<file path="config.mk">
export PLATFORM = sky130hd
export DESIGN_NAME = game_input_clkgen
export DESIGN_NICKNAME = d
export VERILOG_FILES = /design/src/rtl/game_input_clkgen.sv
export SDC_FILE = /design/constraint.sdc
export NUM_CORES = 1
export LEC_CHECK = 0
export BUFFER_PORTS_ARGS = -buffer_cell sky130_fd_sc_hd__clkbuf_2
export CORE_AREA = 4 4 48 93
export CTS_BUF_LIST = sky130_fd_sc_hd__clkbuf_4
export CTS_CLUSTER_DIAMETER = 50
export DETAILED_ROUTE_END_ITERATION = 8
export DIE_AREA = 0 0 52 97
export PLACE_DENSITY = 0.54
export SLEW_MARGIN = 5
export SYNTH_ARGS = -nofsm -noshare
export SYNTH_HDL_FRONTEND = slang
export SYNTH_SLANG_ARGS = --single-unit
</file>
<file path="constraint.sdc">
create_clock -name clk -period 2.5 [get_ports clk]
set_clock_uncertainty 0.1 [all_clocks]
set_input_delay 0.125 -clock clk [delete_from_list [all_inputs] [get_ports clk]]
set_output_delay 0.125 -clock clk [all_outputs]
set_load 0.03 [all_outputs]
</file>
<file path="src/rtl/game_input_clkgen.sv">
// game_input_clkgen: game-clock divider with clock-enable strobe, plus synchronised,
// debounced keys whose press/release events are held until the next clock-enable.
module game_input_clkgen #(
   parameter int NKEYS       = 4,
   parameter int CLK_DIV     = 2,
   parameter int DB_CYCLES   = 4,
   parameter int KEY_ACT_LOW = 0
) (
   input  logic             clk,
   input  logic             reset,
   input  logic [NKEYS-1:0] keys,
   output logic             clk_div,
   output logic             clk_en,
   output logic [NKEYS-1:0] keys_lvl,
   output logic [NKEYS-1:0] keys_press,
   output logic [NKEYS-1:0] keys_release
);
   localparam int DW = $clog2(CLK_DIV);
   localparam int BW = $clog2(DB_CYCLES + 1);
   localparam logic [DW-1:0] DIV_LAST = DW'(CLK_DIV - 1);
   localparam logic [DW-1:0] DIV_HALF = DW'(CLK_DIV / 2);
   localparam logic [BW-1:0] DB_LAST = BW'(DB_CYCLES - 1);
   localparam logic [NKEYS-1:0] INV = {NKEYS{KEY_ACT_LOW != 0}};

   logic [DW-1:0]    div_cnt, div_nxt;
   logic [NKEYS-1:0] sync1, s, lvl_nxt, pend_p, pend_r;
   logic [BW-1:0]    db_cnt [NKEYS];
   logic [BW-1:0]    db_nxt [NKEYS];

   assign div_nxt = (div_cnt == DIV_LAST) ? '0 : div_cnt + 1'b1;

   // A level is accepted only after DB_CYCLES consecutive disagreeing samples
   always_comb begin
      lvl_nxt = keys_lvl;
      for (int i = 0; i < NKEYS; i++) begin
         db_nxt[i]  = (s[i] == keys_lvl[i] || db_cnt[i] == DB_LAST) ? '0 : db_cnt[i] + 1'b1;
         lvl_nxt[i] = (s[i] != keys_lvl[i] && db_cnt[i] == DB_LAST) ? s[i] : keys_lvl[i];
      end
   end

   always_ff @(posedge clk or negedge reset)
      if (!reset) begin
         div_cnt  <= '0;
         clk_div  <= 1'b0;
         clk_en   <= 1'b0;
         sync1    <= '0;
         s        <= '0;
         db_cnt   <= '{default: '0};
         keys_lvl <= '0;
         pend_p   <= '0;
         pend_r   <= '0;
      end else begin
         div_cnt  <= div_nxt;
         clk_div  <= div_nxt >= DIV_HALF;
         clk_en   <= div_nxt == DIV_LAST;
         sync1    <= keys ^ INV;
         s        <= sync1;
         db_cnt   <= db_nxt;
         keys_lvl <= lvl_nxt;
         pend_p   <= (pend_p & ~{NKEYS{clk_en}}) | (lvl_nxt & ~keys_lvl);
         pend_r   <= (pend_r & ~{NKEYS{clk_en}}) | (~lvl_nxt & keys_lvl);
      end

   assign keys_press   = pend_p & {NKEYS{clk_en}};
   assign keys_release = pend_r & {NKEYS{clk_en}};
endmodule
</file>
Yosys cells after proc, flatten, opt, wreduce, memory -nomap -nowiden:

Cells that the tools add are included.

* muxes and demuxes: 9
* order comparisons: 1
* add/subtract/negate cells: 5
* eq/ne operators: 12
* bitwise gates (word level): 11
* reductions and logical operators: 8

Operators with widths (count)
* bitwise AND 4 bit: 6
* adder 3 x 1 -> 3 bit (second input constant): 4
* == test 3 x 2 -> 1 bit (second input constant): 4
* two-way mux 3 bit: 4
* inverter 4 bit: 3
* bitwise OR 4 bit: 2
* two-way mux 1 bit: 5
* == test 1 bit: 4
* logical AND 1 bit: 4
* logical OR 1 bit: 4
* != test 1 bit: 4
* adder 1 bit (second input constant): 1
* greater-or-equal comparator 1 bit (second input constant): 1

* output and inout port bits: 14
* logic and storage cells: 57
* bits of input ports: 6
* register bits after elaboration: 34

Logic depth before layout (Yosys ltp):

* depth in word-level cells: 6
* depth in mapped cells: 4
* depth with buffers taken out: 4

Least setup slack after synthesis:

OpenSTA, ideal clock, no wires.

* path type: register to output
* start point: register, netlist name clk_div
* end point: output keys_press[1]
* slack: 1035 ps
* stages on the path, launching flop included: 4
* arrival time: 1240 ps
* required time: 2275 ps
* path buffers: 1
* cells stage by stage: dfrtp_1 clkbuf_2 inv_2 nor2_1

RTL lines
* end: declaration: RTL line 15 `output logic [NKEYS-1:0] keys_press,`

==> summary.txt <==
Global routing
  – Initial antenna violation count: 0
  – Met2 Track Usage GR: 0.1542
  – Largest net degree at the start of global routing: 34
  – GRT Total Usage: 0.09692
  – Vias in the first global route: 831
  – Gr busiest metal: met2
  – Total grt overflow: 0
  – Grt met1 use: 0.1070
  – First-pass GRT wire length: 3663 um
  – Met3 Use GR: 0.03544

STA
  – TNS Setup: 0 ns
  – FMAX: 624.7 MHz
  – Hold Vio Cnt, Final: 0
  – Final worst path period share: 0.6403
  – Relative slew slack: 0.4743
  – # setup viols final: 0
  – Fin crit period: 1.601 ns
  – Unrepaired setup endpoints after global routing: no
  – Worst-Margin Slew: 0.7885 ns
  – Final Slew Violations: 0

Layout
  – Area of the multi-input gates: 370.4 um^2
  – Commonest non-fill, non-tap cell in the layout: dfrtp_1
  – Nets@finish: 143
  – Filler instances: 363
  – Most frequent cells in the layout: 33 x dfrtp_1, 19 x clkbuf_2, 15 x inv_1
  – Design area: 1514 um^2
  – Layout cells sized above 1: 0.2326
  – ANT cells: 0
  – Area Growth Syn to Fin: 19.33%
  – Register area: 825.8 um^2
  – Final Util: 0.3980

CTS
  – CTS tree: built
  – H-tree depth: 2
  – CTS root buffer: clkbuf_4
  – Clock transition at path regs: 0.10 ns
  – Post-CTS Setup Bufs: 0
  – Clock Sinks: 33
  – Clk_lat worst skew: 0.32 ns
  – Total CTS buffers: 5
  – CTS resizes: 0
  – CTS max path bufs: 2

Synthesis
  – Post-Synth XOR/XNOR Area: 0.02761
  – Synth Area in Compound Gates: 0.06509
  – Post-Syn Area: 1269 um^2
  – Netlist cell types: 17
  – Average cell area after synthesis: 12.69 um^2
  – Synth Warn #: 0
  – Synth Area in Simple Gates: 0.1203
  – Seq/Total Area, Yosys: 0.6509
  – Combinational family with the most area after synthesis: simple AND/OR/NAND/NOR gates
  – Gate Count Post-Synth: 100
  – Register bit count reported by yosys: 33
  – Post-synthesis mux area share: 0
  – Post-Synth Adder-Cell Area: 0.07890
  – Syn Nets: 114

Pwr
  – P_sw: 482.7 uW
  – Clk pwr share: 0.195
  – Leakage: 0.0007441 uW
  – Power per cell area: 930.5 nW/um^2
  – Internal power: 926.0 uW
  – Sw frac: 0.3427
  – Combinational share of power: 0.284
  – Seq pwr share: 0.520
  – IR Drop Worst-Case VDD: 0.4039 mV

Route
  – Via/cell ratio: 4.317
  – Routed wire length: 2085 um
  – Post-DRT Antenna Nets: 0
  – First drt pass iteration count: 4
  – DRT iter0 DRCs: 17
  – Detailed-route via count: 777
  – Routed wire length per instance: 11.58 um
  – Drt drc: 0

Floorplan
  – Core Region: 3804 um^2
  – Die width: 52 um
  – Num rows: 32
  – Ports: 20
  – Die Span Y: 97 um
  – Die area: 5044 um^2
  – Initial Util: 0.3336

Min path
  – Hold Path Class: register to register
  – Min-delay src: sync1[3]
  – Worst Hold Endpoint: s[3]
  – Hold path cells: 0

Worst setup path
  – Worst path required time: 2.28 ns
  – Max FO, Critical Path: 11
  – R2R cell count: 3
  – Type of the worst setup path: register to primary output
  – Critical path origin: clk_div
  – R2R Path End: pend_r[0]
  – Crit path capture type: primary output
  – RR Startpoint: db_cnt[9]
  – Flop-to-flop setup slack: 1.13 ns
  – Arr. time, crit path: 1.38 ns
  – Worst setup SP type: register

Job
  – Maxcap violations: 0

Placement
  – Placer Congestion: 0.7355
  – Placed Area: 1415 um^2
  – HPWL Detailed: 1520 um
  – Port Buffers: 19

Status
  – Outcome: complete, no violations
-- sequential cells by signal (all words and copies together) (netlist names) --
| register | cells |
|---|---|
| pend_p | 4 |
| clk_div | 1 |
| db_cnt | 12 |
| s | 4 |
| sync1 | 4 |
| pend_r | 4 |
| keys_lvl | 4 |
-- how the worst max path moves through the flow --
stage	cells after the start	slack, ns	end
3_3_place_gp	3	1.22	pend_r[0]
3_5_place_dp	3	1.14	pend_r[0]
6_report	3	0.90	keys_press[1]
5_1_grt	3	0.77	keys_press[1]
2_1_floorplan	3	1.04	keys_press[1]
4_1_cts	3	0.83	keys_press[1]
-- area by class of cell --
cell class                 count  share of cell area
sequential                    33              0.5455
clock buffer                   6             0.02975
tap                           51             0.04215
clock inverter                 1            0.002479
inverter                      16             0.03967
timing repair buffer          24             0.09587
multi-input combinational     49              0.2446
-- routing by layer --
metal,share of wire,vias to the layer above,routed length [um]
met5,0,-,0
met4,0.031,0,65
met3,0.058,6,121
met2,0.52,20,1086
met1,0.39,367,811
li1,-,384,-
-- critical path, stage by stage (launching register included) --
cell	delay, ns
dfrtp_1	0.53
inv_2	0.15
nor2_1	0.15
clkbuf_2	0.22
-- what timing repair did --
item | 4_1_cts | 5_1_grt
hold buffers | 5 | 0
endpoints found under the hold margin | 37 | 0
endpoints found under the setup margin | 0 | 0
-- power groups by stage --
stage / combinational (uW) / sequential [uW] / clock, uW
after floorplan: 245 / 779 / 0
after global placement: 390 / 736 / 0
after detailed placement: 405 / 746 / 0
after CTS: 411 / 735 / 296
after global routing: 452 / 751 / 316
final: 401 / 733 / 275
-- through the flow --
stage               instances  hold WS (ns)  power, uW  setup slack (ns)
floorplan                 100       -0.2706       1024             1.035
global placement          168        0.1338       1125             1.217
detailed placement        168        0.1346       1151             1.142
CTS                       180        0.2464       1442            0.8274
global route              180        0.2538       1518            0.7676
finish                    180        0.2436       1409            0.8992
-- cells by family (layout without fill, tap and decap cells) --
logic type | count (synthesis) | after routing
xor+xnor | 4 | 4
flops | 33 | 33
compound gates | 12 | 12
buf+inv | 18 | 47
simple gates | 25 | 25
fa+ha+maj | 8 | 8
-- synthesized netlist by cell type, drive strengths merged --
cell      n  share of area
dfrtp    33           0.65
inv      16          0.047
ha        8          0.079
nor3      8          0.032
o21ai     5          0.020
and2      4          0.020
nand2     4          0.012
nor2      4          0.012
nor3b     4          0.039
xnor2     4          0.028
a32o      3          0.024
o22ai     3          0.015
buf       1         0.0059
clkbuf    1         0.0039
nand3b    1         0.0059
o2bb2ai   1         0.0069
(Power assumes the default switching activity.)
